**config.mk**
```make
export PLATFORM = sky130hd
export DESIGN_NAME = display_sequencer_flat
export DESIGN_NICKNAME = d
export VERILOG_FILES = /design/src/rtl/disp_pkg.sv /design/src/rtl/display_sequencer_if.sv /design/src/rtl/disp_layer_sel.sv /design/src/rtl/display_sequencer.sv /design/src/flat_wrapper.sv
export SDC_FILE = /design/constraint.sdc
export NUM_CORES = 1
export LEC_CHECK = 0
export CAP_MARGIN = 20
export CORE_ASPECT_RATIO = 1.75
export CORE_UTILIZATION = 35
export CTS_BUF_LIST = sky130_fd_sc_hd__clkbuf_4 sky130_fd_sc_hd__clkbuf_8
export DETAILED_ROUTE_END_ITERATION = 10
export PLACE_DENSITY = 0.59
export SETUP_SLACK_MARGIN = 0.5
export SLEW_MARGIN = 25
export SYNTH_ARGS = -nofsm -noshare
export SYNTH_HDL_FRONTEND = slang
export SYNTH_SLANG_ARGS = --single-unit
export TNS_END_PERCENT = 10
```
**constraint.sdc**
```tcl
create_clock -name clk -period 3.5 [get_ports clk]
set_input_delay 0.875 -clock clk [delete_from_list [all_inputs] [get_ports clk]]
set_output_delay 0.875 -clock clk [all_outputs]
set_load 0.01 [all_outputs]
```
**src/rtl/disp_pkg.sv**
```systemverilog
// disp_pkg: shared types and constants for the display frame sequencer.
//   state_t      - sequencer FSM states
//   GS_*         - game_status encodings from the game-logic block
//   FRAME_CNT_W  - width of the completed-frame counter
//   layer_w()    - layer index width for a given layer count (minimum 1)
package disp_pkg;

  typedef enum logic [2:0] {
    S_START  = 3'd0,
    S_HOLD   = 3'd1,
    S_ERASE  = 3'd2,
    S_UPDATE = 3'd3,
    S_DRAW   = 3'd4,
    S_END    = 3'd5
  } state_t;

  localparam logic [1:0] GS_START = 2'b00;
  localparam logic [1:0] GS_PLAY  = 2'b01;
  localparam logic [1:0] GS_OVER  = 2'b10;
  localparam logic [1:0] GS_PAUSE = 2'b11;

  localparam int FRAME_CNT_W = 16;

  function automatic int layer_w(input int n);
    return (n > 1) ? $clog2(n) : 1;
  endfunction

endpackage

```
**src/rtl/display_sequencer_if.sv**
```systemverilog
// display_sequencer_if: sync/status/done inputs and engine-control outputs
// of the display sequencer.
//   master - game logic / engines / testbench side (drives sync, status, dones)
//   slave  - sequencer side (drives engine enables, layer index, counters)
interface display_sequencer_if
  import disp_pkg::*;
#(
  parameter int NUM_LAYERS = 4,
  parameter int LW         = disp_pkg::layer_w(NUM_LAYERS)
);
  logic                   sync;
  logic [1:0]             game_status;
  logic [NUM_LAYERS-1:0]  bypass_erase;
  logic                   done_erase;
  logic                   done_draw;
  logic                   vga_en;
  logic                   draw_start;
  logic                   erase;
  logic                   update;
  logic                   draw;
  logic                   draw_end;
  logic [LW-1:0]          layer_idx;
  logic [FRAME_CNT_W-1:0] frame_cnt;
  logic                   overrun;
  logic                   wdog_timeout;

  modport master (
    output sync, game_status, bypass_erase, done_erase, done_draw,
    input  vga_en, draw_start, erase, update, draw, draw_end,
           layer_idx, frame_cnt, overrun, wdog_timeout
  );

  modport slave (
    input  sync, game_status, bypass_erase, done_erase, done_draw,
    output vga_en, draw_start, erase, update, draw, draw_end,
           layer_idx, frame_cnt, overrun, wdog_timeout
  );
endinterface

```
**src/rtl/disp_layer_sel.sv**
```systemverilog
// disp_layer_sel: combinational search for the lowest non-bypassed layer
// strictly above i_idx.
//   i_bypass - per-layer erase bypass mask
//   i_idx    - current layer index
//   o_next   - next layer to erase (valid when o_found)
//   o_found  - a non-bypassed layer exists above i_idx
module disp_layer_sel #(
  parameter int NUM_LAYERS = 4,
  parameter int LW         = 2
) (
  input  logic [NUM_LAYERS-1:0] i_bypass,
  input  logic [LW-1:0]         i_idx,
  output logic [LW-1:0]         o_next,
  output logic                  o_found
);

  // Walk downward so the lowest qualifying layer is the last one written.
  always_comb begin
    o_next  = '0;
    o_found = 1'b0;
    for (int i = NUM_LAYERS - 1; i >= 0; i--) begin
      if ((i > int'(i_idx)) && !i_bypass[i]) begin
        o_next  = i[LW-1:0];
        o_found = 1'b1;
      end
    end
  end

endmodule

```
**src/rtl/display_sequencer.sv**
```systemverilog
// display_sequencer: per-frame erase/update/draw sequencer for the VGA game
// display, with start/game-over screens, pause, frame decimation, a frame
// counter and overrun detection.
//   clk   - system clock
//   reset - asynchronous, active-high
//   bus   - display_sequencer_if.slave (sync, game_status, bypass_erase,
//           done_erase/done_draw in; engine enables, layer_idx, frame_cnt,
//           overrun, wdog_timeout out)
// Optional: define DISP_SEQ_WATCHDOG_EN to add a done-pulse watchdog that
// forces an advance after WDOG_CYCLES cycles in S_ERASE/S_DRAW.
//
// state    | meaning
// S_START  | start screen engine active
// S_HOLD   | idle between frames, waiting for (decimated) sync
// S_ERASE  | erasing layer layer_idx
// S_UPDATE | one-cycle game-state update, VGA write port released
// S_DRAW   | drawing layer layer_idx
// S_END    | game-over screen, waiting for restart
module display_sequencer
  import disp_pkg::*;
#(
  parameter int NUM_LAYERS  = 4,
  parameter int FRAME_DIV   = 1,
  parameter int WDOG_CYCLES = 65535
) (
  input logic                 clk,
  input logic                 reset,
  display_sequencer_if.slave  bus
);

  localparam int            LW         = layer_w(NUM_LAYERS);
  localparam logic [LW-1:0] LAYER_LAST = LW'(NUM_LAYERS - 1);
  localparam logic [7:0]    DIV_LAST   = 8'(FRAME_DIV - 1);

  state_t                 r_state;
  logic [LW-1:0]          r_layer_idx;
  logic [FRAME_CNT_W-1:0] r_frame_cnt;
  logic [7:0]             r_div;

  logic [LW-1:0] w_next_idx;
  logic          w_next_found;
  logic          w_waiting;
  logic          w_wdog_hit;
  logic          w_adv_erase;
  logic          w_adv_draw;

  disp_layer_sel #(
    .NUM_LAYERS (NUM_LAYERS),
    .LW         (LW)
  ) u_layer_sel (
    .i_bypass (bus.bypass_erase),
    .i_idx    (r_layer_idx),
    .o_next   (w_next_idx),
    .o_found  (w_next_found)
  );

  assign w_waiting   = (r_state == S_ERASE) || (r_state == S_DRAW);
  assign w_adv_erase = (r_state == S_ERASE) && (bus.done_erase || w_wdog_hit);
  assign w_adv_draw  = (r_state == S_DRAW)  && (bus.done_draw  || w_wdog_hit);

`ifdef DISP_SEQ_WATCHDOG_EN
  localparam int                WDOG_W    = $clog2(WDOG_CYCLES + 1);
  localparam logic [WDOG_W-1:0] WDOG_LAST = WDOG_W'(WDOG_CYCLES - 1);

  logic [WDOG_W-1:0] r_wdog;

  assign w_wdog_hit = w_waiting && (r_wdog == WDOG_LAST);

  // Any advance (real done or forced) restarts the count for the next layer.
  always_ff @(posedge clk or posedge reset) begin
    if (reset) begin
      r_wdog <= '0;
    end else if (!w_waiting || w_adv_erase || w_adv_draw) begin
      r_wdog <= '0;
    end else begin
      r_wdog <= r_wdog + WDOG_W'(1);
    end
  end
`else
  assign w_wdog_hit = 1'b0;
`endif

  always_ff @(posedge clk or posedge reset) begin
    if (reset) begin
      r_state     <= S_START;
      r_layer_idx <= '0;
      r_frame_cnt <= '0;
      r_div       <= '0;
    end else begin
      unique case (r_state)
        S_START: begin
          r_layer_idx <= '0;
          if (bus.game_status == GS_PLAY) r_state <= S_HOLD;
          else if (bus.game_status == GS_OVER) r_state <= S_END;
        end

        // layer_idx is 0 here, so the selector yields the lowest
        // non-bypassed layer above 0; layer 0 itself is tested directly.
        S_HOLD: begin
          if (bus.game_status == GS_START) begin
            r_state <= S_START;
          end else if (bus.game_status == GS_OVER) begin
            r_state <= S_END;
          end else if ((bus.game_status == GS_PLAY) && bus.sync) begin
            if (r_div == DIV_LAST) begin
              r_div <= '0;
              if (!bus.bypass_erase[0]) begin
                r_state     <= S_ERASE;
                r_layer_idx <= '0;
              end else if (w_next_found) begin
                r_state     <= S_ERASE;
                r_layer_idx <= w_next_idx;
              end else begin
                r_state     <= S_UPDATE;
                r_layer_idx <= '0;
              end
            end else begin
              r_div <= r_div + 8'd1;
            end
          end
        end

        S_ERASE: begin
          if (w_adv_erase) begin
            if (w_next_found) begin
              r_layer_idx <= w_next_idx;
            end else begin
              r_state     <= S_UPDATE;
              r_layer_idx <= '0;
            end
          end
        end

        // Pause still finishes the frame that is already under way.
        S_UPDATE: begin
          r_frame_cnt <= r_frame_cnt + FRAME_CNT_W'(1);
          r_layer_idx <= '0;
          if (bus.game_status == GS_START) r_state <= S_START;
          else if (bus.game_status == GS_OVER) r_state <= S_END;
          else r_state <= S_DRAW;
        end

        S_DRAW: begin
          if (w_adv_draw) begin
            if (r_layer_idx == LAYER_LAST) begin
              r_state     <= S_HOLD;
              r_layer_idx <= '0;
            end else begin
              r_layer_idx <= r_layer_idx + LW'(1);
            end
          end
        end

        S_END: begin
          if (bus.game_status == GS_START) r_state <= S_START;
        end

        default: begin
          r_state     <= S_START;
          r_layer_idx <= '0;
        end
      endcase
    end
  end

  assign bus.vga_en       = (r_state != S_UPDATE);
  assign bus.draw_start   = (r_state == S_START);
  assign bus.erase        = (r_state == S_ERASE);
  assign bus.update       = (r_state == S_UPDATE);
  assign bus.draw         = (r_state == S_DRAW);
  assign bus.draw_end     = (r_state == S_END);
  assign bus.layer_idx    = r_layer_idx;
  assign bus.frame_cnt    = r_frame_cnt;
  assign bus.overrun      = bus.sync &&
                            ((r_state == S_ERASE) || (r_state == S_UPDATE) ||
                             (r_state == S_DRAW));
  assign bus.wdog_timeout = w_wdog_hit;

endmodule

```
**src/flat_wrapper.sv**
```systemverilog
// flat-port wrapper written by rule: the top's interface ports become plain ports
module display_sequencer_flat import disp_pkg::*;
#(
  parameter int NUM_LAYERS  = 4,
  parameter int FRAME_DIV   = 1,
  parameter int WDOG_CYCLES = 65535
)
  (clk, reset, bus_sync, bus_game_status, bus_bypass_erase, bus_done_erase, bus_done_draw, bus_vga_en, bus_draw_start, bus_erase, bus_update, bus_draw, bus_draw_end, bus_layer_idx, bus_frame_cnt, bus_overrun, bus_wdog_timeout);
  display_sequencer_if #(.NUM_LAYERS(NUM_LAYERS)) bus_i ();
  input logic clk;
  input logic reset;
  input wire logic [$bits(bus_i.sync)-1:0] bus_sync;
  input wire logic [$bits(bus_i.game_status)-1:0] bus_game_status;
  input wire logic [$bits(bus_i.bypass_erase)-1:0] bus_bypass_erase;
  input wire logic [$bits(bus_i.done_erase)-1:0] bus_done_erase;
  input wire logic [$bits(bus_i.done_draw)-1:0] bus_done_draw;
  output wire logic [$bits(bus_i.vga_en)-1:0] bus_vga_en;
  output wire logic [$bits(bus_i.draw_start)-1:0] bus_draw_start;
  output wire logic [$bits(bus_i.erase)-1:0] bus_erase;
  output wire logic [$bits(bus_i.update)-1:0] bus_update;
  output wire logic [$bits(bus_i.draw)-1:0] bus_draw;
  output wire logic [$bits(bus_i.draw_end)-1:0] bus_draw_end;
  output wire logic [$bits(bus_i.layer_idx)-1:0] bus_layer_idx;
  output wire logic [$bits(bus_i.frame_cnt)-1:0] bus_frame_cnt;
  output wire logic [$bits(bus_i.overrun)-1:0] bus_overrun;
  output wire logic [$bits(bus_i.wdog_timeout)-1:0] bus_wdog_timeout;
  assign bus_i.sync = bus_sync;
  assign bus_i.game_status = bus_game_status;
  assign bus_i.bypass_erase = bus_bypass_erase;
  assign bus_i.done_erase = bus_done_erase;
  assign bus_i.done_draw = bus_done_draw;
  assign bus_vga_en = bus_i.vga_en;
  assign bus_draw_start = bus_i.draw_start;
  assign bus_erase = bus_i.erase;
  assign bus_update = bus_i.update;
  assign bus_draw = bus_i.draw;
  assign bus_draw_end = bus_i.draw_end;
  assign bus_layer_idx = bus_i.layer_idx;
  assign bus_frame_cnt = bus_i.frame_cnt;
  assign bus_overrun = bus_i.overrun;
  assign bus_wdog_timeout = bus_i.wdog_timeout;
  display_sequencer #(.NUM_LAYERS(NUM_LAYERS), .FRAME_DIV(FRAME_DIV), .WDOG_CYCLES(WDOG_CYCLES)) u_core (.clk(clk), .reset(reset), .bus(bus_i));
endmodule
```
==> parameters.txt, run 1 <==
Parameter                              Value

Synth
  Gate Count Post-Synth ... 172
  Share of synthesized flip-flops with an asynchronous set or reset ... 100%
  Top_reg_cell synth ... sky130_fd_sc_hd__dfrtp_1
  Synth top area share ... 41.9%
  Sequential element share of the synthesized area ... 41.9%
  Syn Std Cell Area ... 1730 um2
  Ranking of synthesized cells by area ... sky130_fd_sc_hd__dfrtp_1 (42%), sky130_fd_sc_hd__xnor2_1 (7.6%), sky130_fd_sc_hd__ha_1 (7.2%)
  Average footprint of a synthesized cell ... 10.1 um2
  Cell type with the highest aggregate area in the netlist ... sky130_fd_sc_hd__dfrtp_1
  Number of register bits inferred by synthesis ... 29
  List of most frequent post-synthesis cells ... sky130_fd_sc_hd__dfrtp_1 (29), sky130_fd_sc_hd__xnor2_1 (15), sky130_fd_sc_hd__inv_1 (13)
  Post-Syn Nets ... 193
  Yosys warnings ... 0
  Number of enable flip-flop cells after synthesis ... 0
  Distinct cell type count after synthesis ... 46
  Most common cell in the netlist ... sky130_fd_sc_hd__dfrtp_1

Hold path
  End point of the most critical hold path ... u_core.bus.frame_cnt[15]
  Hold-critical path depth ... 1
  Launch instance of the worst min-delay path ... u_core.bus.frame_cnt[15]
  Classification of the worst-slack hold path ... register to register

Clocking
  CTS clock-pin slew for the worst setup and hold paths ... 0.06 ns
  TritonCTS sink count ... 29
  Cts bufs inserted ... 5
  Post-CTS Repair Setup Buffers ... 0
  Hold buffer count at cts ... 0
  Clock tree from TritonCTS ... done
  Number of gates resized after cts ... 0
  Clock insertion delay at the later pin of the skew report ... 0.27 ns
  Count of H-tree levels built during CTS ... 2
  Worst-case clock buffer depth ... 2
  Clk root buf ... sky130_fd_sc_hd__clkbuf_8

Worst setup path
  Crit Reg-Reg Startpoint ... u_core.bus.layer_idx[1]
  Kind of end point of the critical path ... output pin
  Depth of the worst register-to-register path ... 5
  Crit path cell chain ... or3b_2 > inv_1 > o21a_1 > clkdlybuf4s50_1
  Peak fanout along the critical path ... 14
  Arrival time at the worst endpoint ... 2.06 ns
  Worst setup slack for register-to-register paths ... 1.67 ns
  Largest stage delay, worst path ... 0.54 ns
  Worst setup path class ... register to output pin
  Critical R2R Capture ... u_core.r_state[0]
  Cell class contributing the biggest share of worst-path delay ... buffers and inverters
  Worst EP required ... 2.62 ns
  Worst path buffer plus inverter count ... 2
  Critical path launch point type ... register
  CP max stage cell ... sky130_fd_sc_hd__or3b_2

Floorplan
  Number of rows in the core area ... 33
  Area of the core ... 4710 um2
  Die area ... 5240 um2
  Overall die height ... 95.1 um
  Starting Density ... 36.8%
  Number of placed I/O pins ... 37
  Die Span X ... 55.2 um

Timing
  Setup Viol. Count Final ... 0
  Highest Clock Rate ... 0.341 GHz
  Final period util ... 83.9%
  Hold violation count in the final report ... 0
  Worst Skew ... 0.00228 ns
  Setup tns final ... 0 ns
  Post-layout minimum cycle time ... 2.93 ns
  RSZ-0062 raised after global routing ... no
  Total count of max-transition violations in the final report ... 0

Placement
  Instance count after placement with tap cells included ... 257
  HPWL reported at the end of detailed placement ... 2.94 mm
  # port buffers ... 35
  Placer Congestion ... 0.798

Global routing
  Maximum number of pins on one net before global-route repair ... 30
  Routing usage on met1 ... 17.7%
  Met2 track demand over resource ... 30.0%
  Number of antenna violations at the first check in global routing ... 0
  Met3 usage in global routing ... 3.51%
  Overall Global Routing Usage ... 16.7%
  GRT overflow ... 0
  Global-route wire length before repair ... 6.27 mm
  Routing layer with the top usage in global route ... met2
  Via count of the first global-routing pass ... 1412

Power
  IR Drop Worst-Case VDD ... 0.303 mV
  Power density over the cells ... 530 nW/um2
  Power share of the combinational group ... 38.7%
  Fraction of power consumed by the clock network ... 23.4%
  Cell-internal power ... 776 uW
  Net switching power figure ... 409 uW
  Switching Fraction ... 34.5%
  Leak ... 0.00102 uW
  Sequential group share of total power ... 37.8%

Final layout
  Share of layout cells above drive strength 1 ... 10.4%
  Ant. Diodes ... 0
  Final #Nets ... 233
  Post-route non-filler standard cell count ... 264
  Syn-to-layout area delta ... 29.2%

Routing
  Remaining design rule violation count ... 0
  Average wire length per cell after detail routing ... 14.5 um
  Antenna violation net count after detailed routing ... 0
  Detailed-router iteration count before antenna repair ... 4
  Routed Wire Length ... 3.82 mm
  Detailed router's first-iteration violation count ... 34
  Mean number of vias per cell ... 5.41
  Vias after detailed routing ... 1429

Run status
  Status ... completed

Run
  Max-cap violations ... 0
## worst register-to-register path, stage by stage (launching register included)
cell	delay (ns)
sky130_fd_sc_hd__dfrtp_1	0.43
sky130_fd_sc_hd__ha_1	0.25
sky130_fd_sc_hd__or2_2	0.32
sky130_fd_sc_hd__a311oi_1	0.36
sky130_fd_sc_hd__a211o_2	0.19
sky130_fd_sc_hd__mux2i_1	0.20
## registers in the layout, summed over array words and instances (netlist names)
signal,count
u_core.bus.frame_cnt,16
u_core.r_div,8
u_core.r_state,3
u_core.bus.layer_idx,2
## power groups by stage
| stage | sequential (uW) | combinational, uW | clock, uW |
|---|---|---|---|
| floorplan | 439 | 313 | 0 |
| global placement | 449 | 446 | 0 |
| detailed placement | 453 | 456 | 0 |
| CTS | 447 | 458 | 286 |
| global route | 457 | 500 | 304 |
| finish | 448 | 459 | 278 |
## cell type report
class                   count  area [um2]
well taps                  52        65.1
repair buffers             38         375
fillers                   477        2470
inverters                  13        48.8
clock buffers               7        90.1
multi-input cells         125         930
flip-flops and latches     29         728
## metrics by stage
step,area (um2),hold slack (ns),total power [uW],utilization [%],worst slack [ns]
after floorplan,1730,0.447,753,-,1.44
after global placement,2140,0.466,895,45.5,0.543
after detailed placement,2140,0.466,909,45.5,0.526
after CTS,2230,0.478,1190,47.4,0.500
after global routing,2240,0.499,1260,47.5,0.503
final,2240,0.472,1190,47.5,0.565
## cell usage in the layout (no fill, tap or decap), types with 3 or more instances in the layout
cell type                         Yosys  routed
sky130_fd_sc_hd__clkdlybuf4s50_1      0      34
sky130_fd_sc_hd__dfrtp_1             29      27
sky130_fd_sc_hd__xnor2_1             15      15
sky130_fd_sc_hd__inv_1               13      13
sky130_fd_sc_hd__ha_1                10      10
sky130_fd_sc_hd__nand3_1              9       9
sky130_fd_sc_hd__nand4_1              9       9
sky130_fd_sc_hd__nor2_1               9       9
sky130_fd_sc_hd__nand2_1              8       8
sky130_fd_sc_hd__o21ai_0              7       7
sky130_fd_sc_hd__clkbuf_8             0       6
sky130_fd_sc_hd__and3_1               5       5
sky130_fd_sc_hd__xor2_1               5       5
sky130_fd_sc_hd__nor3_1               4       4
sky130_fd_sc_hd__nor2b_1              3       3
sky130_fd_sc_hd__a21oi_1              3       3
sky130_fd_sc_hd__mux2i_1              3       3
sky130_fd_sc_hd__and4_1               3       3
sky130_fd_sc_hd__buf_4                1       3
## worst max path at each step
stage                            start                end  slack [ns]  cells past startpoint
floorplan           bus_game_status[0]  u_core.r_state[0]        1.44                      6
global placement              bus_sync        bus_overrun        0.54                      3
detailed placement            bus_sync        bus_overrun        0.53                      3
CTS                  u_core.r_state[1]        bus_overrun        0.50                      4
global route         u_core.r_state[1]        bus_overrun        0.50                      4
finish               u_core.r_state[1]        bus_overrun        0.57                      4
## metal layers
layer | share of wire (%) | wire length [um]
met2 | 56 | 2140
met4 | 2.1 | 80
met1 | 38 | 1460
met3 | 3.6 | 138
met5 | 0 | 0
## logic make-up (layout without fill, tap and decap cells)
| family | Yosys count | after routing | synth area share (%) |
|---|---|---|---|
| AND/OR/NAND/NOR | 65 | 65 | 23.4 |
| XOR/XNOR | 20 | 20 | 10.1 |
| other | 1 | 1 | 0.217 |
| buffers and inverters | 18 | 58 | 4.41 |
| flip-flops | 29 | 29 | 41.9 |
| adder cells (fa/ha/maj) | 10 | 10 | 7.23 |
| multiplexers | 4 | 4 | 2.38 |
| AO/OA/AOI/OAI | 25 | 25 | 10.3 |
(Power assumes the default switching activity.)
==> run 2: changes to the inputs <==
--- a/config.mk
+++ b/config.mk
@@ -10,7 +10,7 @@
 export CORE_UTILIZATION = 35
 export CTS_BUF_LIST = sky130_fd_sc_hd__clkbuf_4 sky130_fd_sc_hd__clkbuf_8
 export DETAILED_ROUTE_END_ITERATION = 10
-export PLACE_DENSITY = 0.59
+export PLACE_DENSITY = 0.61
 export SETUP_SLACK_MARGIN = 0.5
 export SLEW_MARGIN = 25
 export SYNTH_ARGS = -nofsm -noshare
==> constraint.sdc (replaced) <==
create_clock -name clk -period 2.5 [get_ports clk]
set_input_delay 0.625 -clock clk [delete_from_list [all_inputs] [get_ports clk]]
set_output_delay 0.625 -clock clk [all_outputs]
set_load 0.01 [all_outputs]
==> run 2 against run 1 <==
Effect of this change:
- clock power rose by 51%
- highest routed layer unchanged
- utilization rose by 3.2 points
- final cell count rose by 6.1%
- sequential share of layout area fell by 2.2 points
- die area did not move
- combinational power rose by 68%
- global-route usage rose by 0.42 points
- wire length rose by 2.5%
- count of clock-buffer cells in the layout did not move
- hold slack got worse by 0.0067 ns
- total power rose by 52%
- critical path depth rose by 1
- largest cell class unchanged
==> parameters.txt, run 2 (synthesis gave the netlist of run 1 again) <==
Parameter                              Value

Clocking
  TritonCTS sink count ... 29
  Count of H-tree levels built during CTS ... 2
  Cts bufs inserted ... 5
  Worst-case clock buffer depth ... 2
  Clock tree from TritonCTS ... done
  CTS clock-pin slew for the worst setup and hold paths ... 0.06 ns
  Clock insertion delay at the later pin of the skew report ... 0.28 ns
  Hold buffer count at cts ... 0
  Clk root buf ... sky130_fd_sc_hd__clkbuf_8

Timing
  Hold violation count in the final report ... 0
  Worst Skew ... 0.00507 ns
  Total count of max-transition violations in the final report ... 0
  Setup tns final ... 0 ns
  Post-layout minimum cycle time ... 2.13 ns
  Highest Clock Rate ... 0.469 GHz
  Setup Viol. Count Final ... 0
  RSZ-0062 raised after global routing ... yes
  Final period util ... 85.3%

Routing
  Detailed-router iteration count before antenna repair ... 4
  Average wire length per cell after detail routing ... 14.0 um
  Detailed router's first-iteration violation count ... 26
  Mean number of vias per cell ... 5.32
  Routed Wire Length ... 3.92 mm
  Remaining design rule violation count ... 0
  Vias after detailed routing ... 1489
  Antenna violation net count after detailed routing ... 0

Floorplan
  Number of rows in the core area ... 33
  Overall die height ... 95.1 um
  Starting Density ... 36.8%
  Area of the core ... 4710 um2
  Die Span X ... 55.2 um
  Die area ... 5240 um2
  Number of placed I/O pins ... 37

Worst setup path
  Worst setup slack for register-to-register paths ... 0.63 ns
  Arrival time at the worst endpoint ... 1.51 ns
  CP max stage cell ... sky130_fd_sc_hd__dfrtp_1
  Crit path cell chain ... buf_4 > or3b_4 > inv_2 > o21a_1 > buf_2
  Kind of end point of the critical path ... output pin
  Critical R2R Capture ... u_core.r_state[2]
  Worst setup path class ... register to output pin
  Worst EP required ... 1.88 ns
  Largest stage delay, worst path ... 0.41 ns
  Crit Reg-Reg Startpoint ... u_core.r_div[0]
  Critical path launch point type ... register
  Depth of the worst register-to-register path ... 6
  Peak fanout along the critical path ... 3

Placement
  HPWL reported at the end of detailed placement ... 2.85 mm
  Placer Congestion ... 0.820
  # port buffers ... 35

Hold path
  End point of the most critical hold path ... u_core.bus.frame_cnt[15]
  Hold-critical path depth ... 1
  Classification of the worst-slack hold path ... register to register
  Launch instance of the worst min-delay path ... u_core.bus.frame_cnt[15]

Global routing
  Global-route wire length before repair ... 6.54 mm
  Number of antenna violations at the first check in global routing ... 0
  GRT overflow ... 0
  Maximum number of pins on one net before global-route repair ... 30
  Overall Global Routing Usage ... 17.1%
  Via count of the first global-routing pass ... 1507

Power
  Power density over the cells ... 756 nW/um2
  IR Drop Worst-Case VDD ... 0.443 mV
  Total design power ... 1800 uW
  Leak ... 0.00111 uW

Final layout
  Final #Nets ... 248
  Leading cell type in the layout, fill and taps excluded ... sky130_fd_sc_hd__dfrtp_1
  Ant. Diodes ... 0
  Syn-to-layout area delta ... 37.9%
  Share of layout cells above drive strength 1 ... 22.8%
  Commonest cells after routing, fill and taps aside ... sky130_fd_sc_hd__dfrtp_1 (29), sky130_fd_sc_hd__clkdlybuf4s50_1 (26), sky130_fd_sc_hd__xnor2_1 (15), sky130_fd_sc_hd__buf_4 (15)
  Max reg flops ... 16

Run status
  Status ... completed

Run
  Max-cap violations ... 0
## run 2: changes by cell type in the layout (fill, tap and decap cells not counted), moves of 3 or more
cell | before | now
sky130_fd_sc_hd__buf_4 | 3 | 15
sky130_fd_sc_hd__clkdlybuf4s50_1 | 34 | 26
sky130_fd_sc_hd__inv_1 | 13 | 10
sky130_fd_sc_hd__clkbuf_2 | 0 | 3
sky130_fd_sc_hd__dlygate4sd2_1 | 0 | 3
## run 2: what timing repair did
item,4_1_cts,5_1_grt
pin swaps,1,1
endpoints found under the setup margin,18,17
gates cloned,1,0
setup buffers,8,3
gates resized for setup,33,8
## run 2: layer usage
layer	vias to the layer above	global-route usage, %	wire [um]
met5	-	0	0
met4	0	8.33	121
met3	12	2.55	114
met2	41	31.1	2160
met1	715	17.9	1520
li1	721	-	-
## run 2: power by group
part / switching [uW] / internal [uW]
Sequential: 76.6 / 538
Combinational: 380 / 389
Clock: 173 / 248
Total: 630 / 1170
## run 2: area by class of cell
type                            count  area [um2]
Fill cell                         456        2320
Multi-Input combinational cell    125         975
Sequential cell                    29         726
Timing Repair Buffer               53         469
Clock buffer                        7        96.3
Tap cell                           52        65.1
Inverter                           13        51.3
Clock inverter                      1        5.00
## run 2: metrics by stage
stage	hold slack (ns)	setup WS [ns]	cells	util (%)	cell area, um2
after CTS	0.474	0.347	277	50.5	2380
after global routing	0.504	0.320	280	50.7	2390
after floorplan	0.447	0.692	172	-	1730
after detailed placement	0.466	-0.00536	260	46.0	2160
after global placement	0.461	0.0126	260	46.0	2160
final	0.465	0.367	280	50.7	2390
## run 2: how the worst max path moves through the flow
stage / from / endpoint / depth (start not counted)
floorplan: bus_game_status[0] / u_core.r_state[0] / 6
detailed placement: bus_game_status[0] / u_core.bus.layer_idx[0] / 7
global placement: bus_game_status[0] / u_core.bus.layer_idx[1] / 7
finish: u_core.r_state[0] / bus_overrun / 5
CTS: u_core.r_state[0] / bus_draw_end / 5
global route: u_core.r_state[0] / bus_overrun / 5
## run 2: critical path: cells and delay by family (launching register included)
| family | cells | cell delay, ns |
|---|---|---|
| buffers and inverters | 3 | 0.34 |
| flip-flops | 1 | 0.41 |
| AND/OR/NAND/NOR | 1 | 0.39 |
| AO/OA/AOI/OAI | 1 | 0.10 |
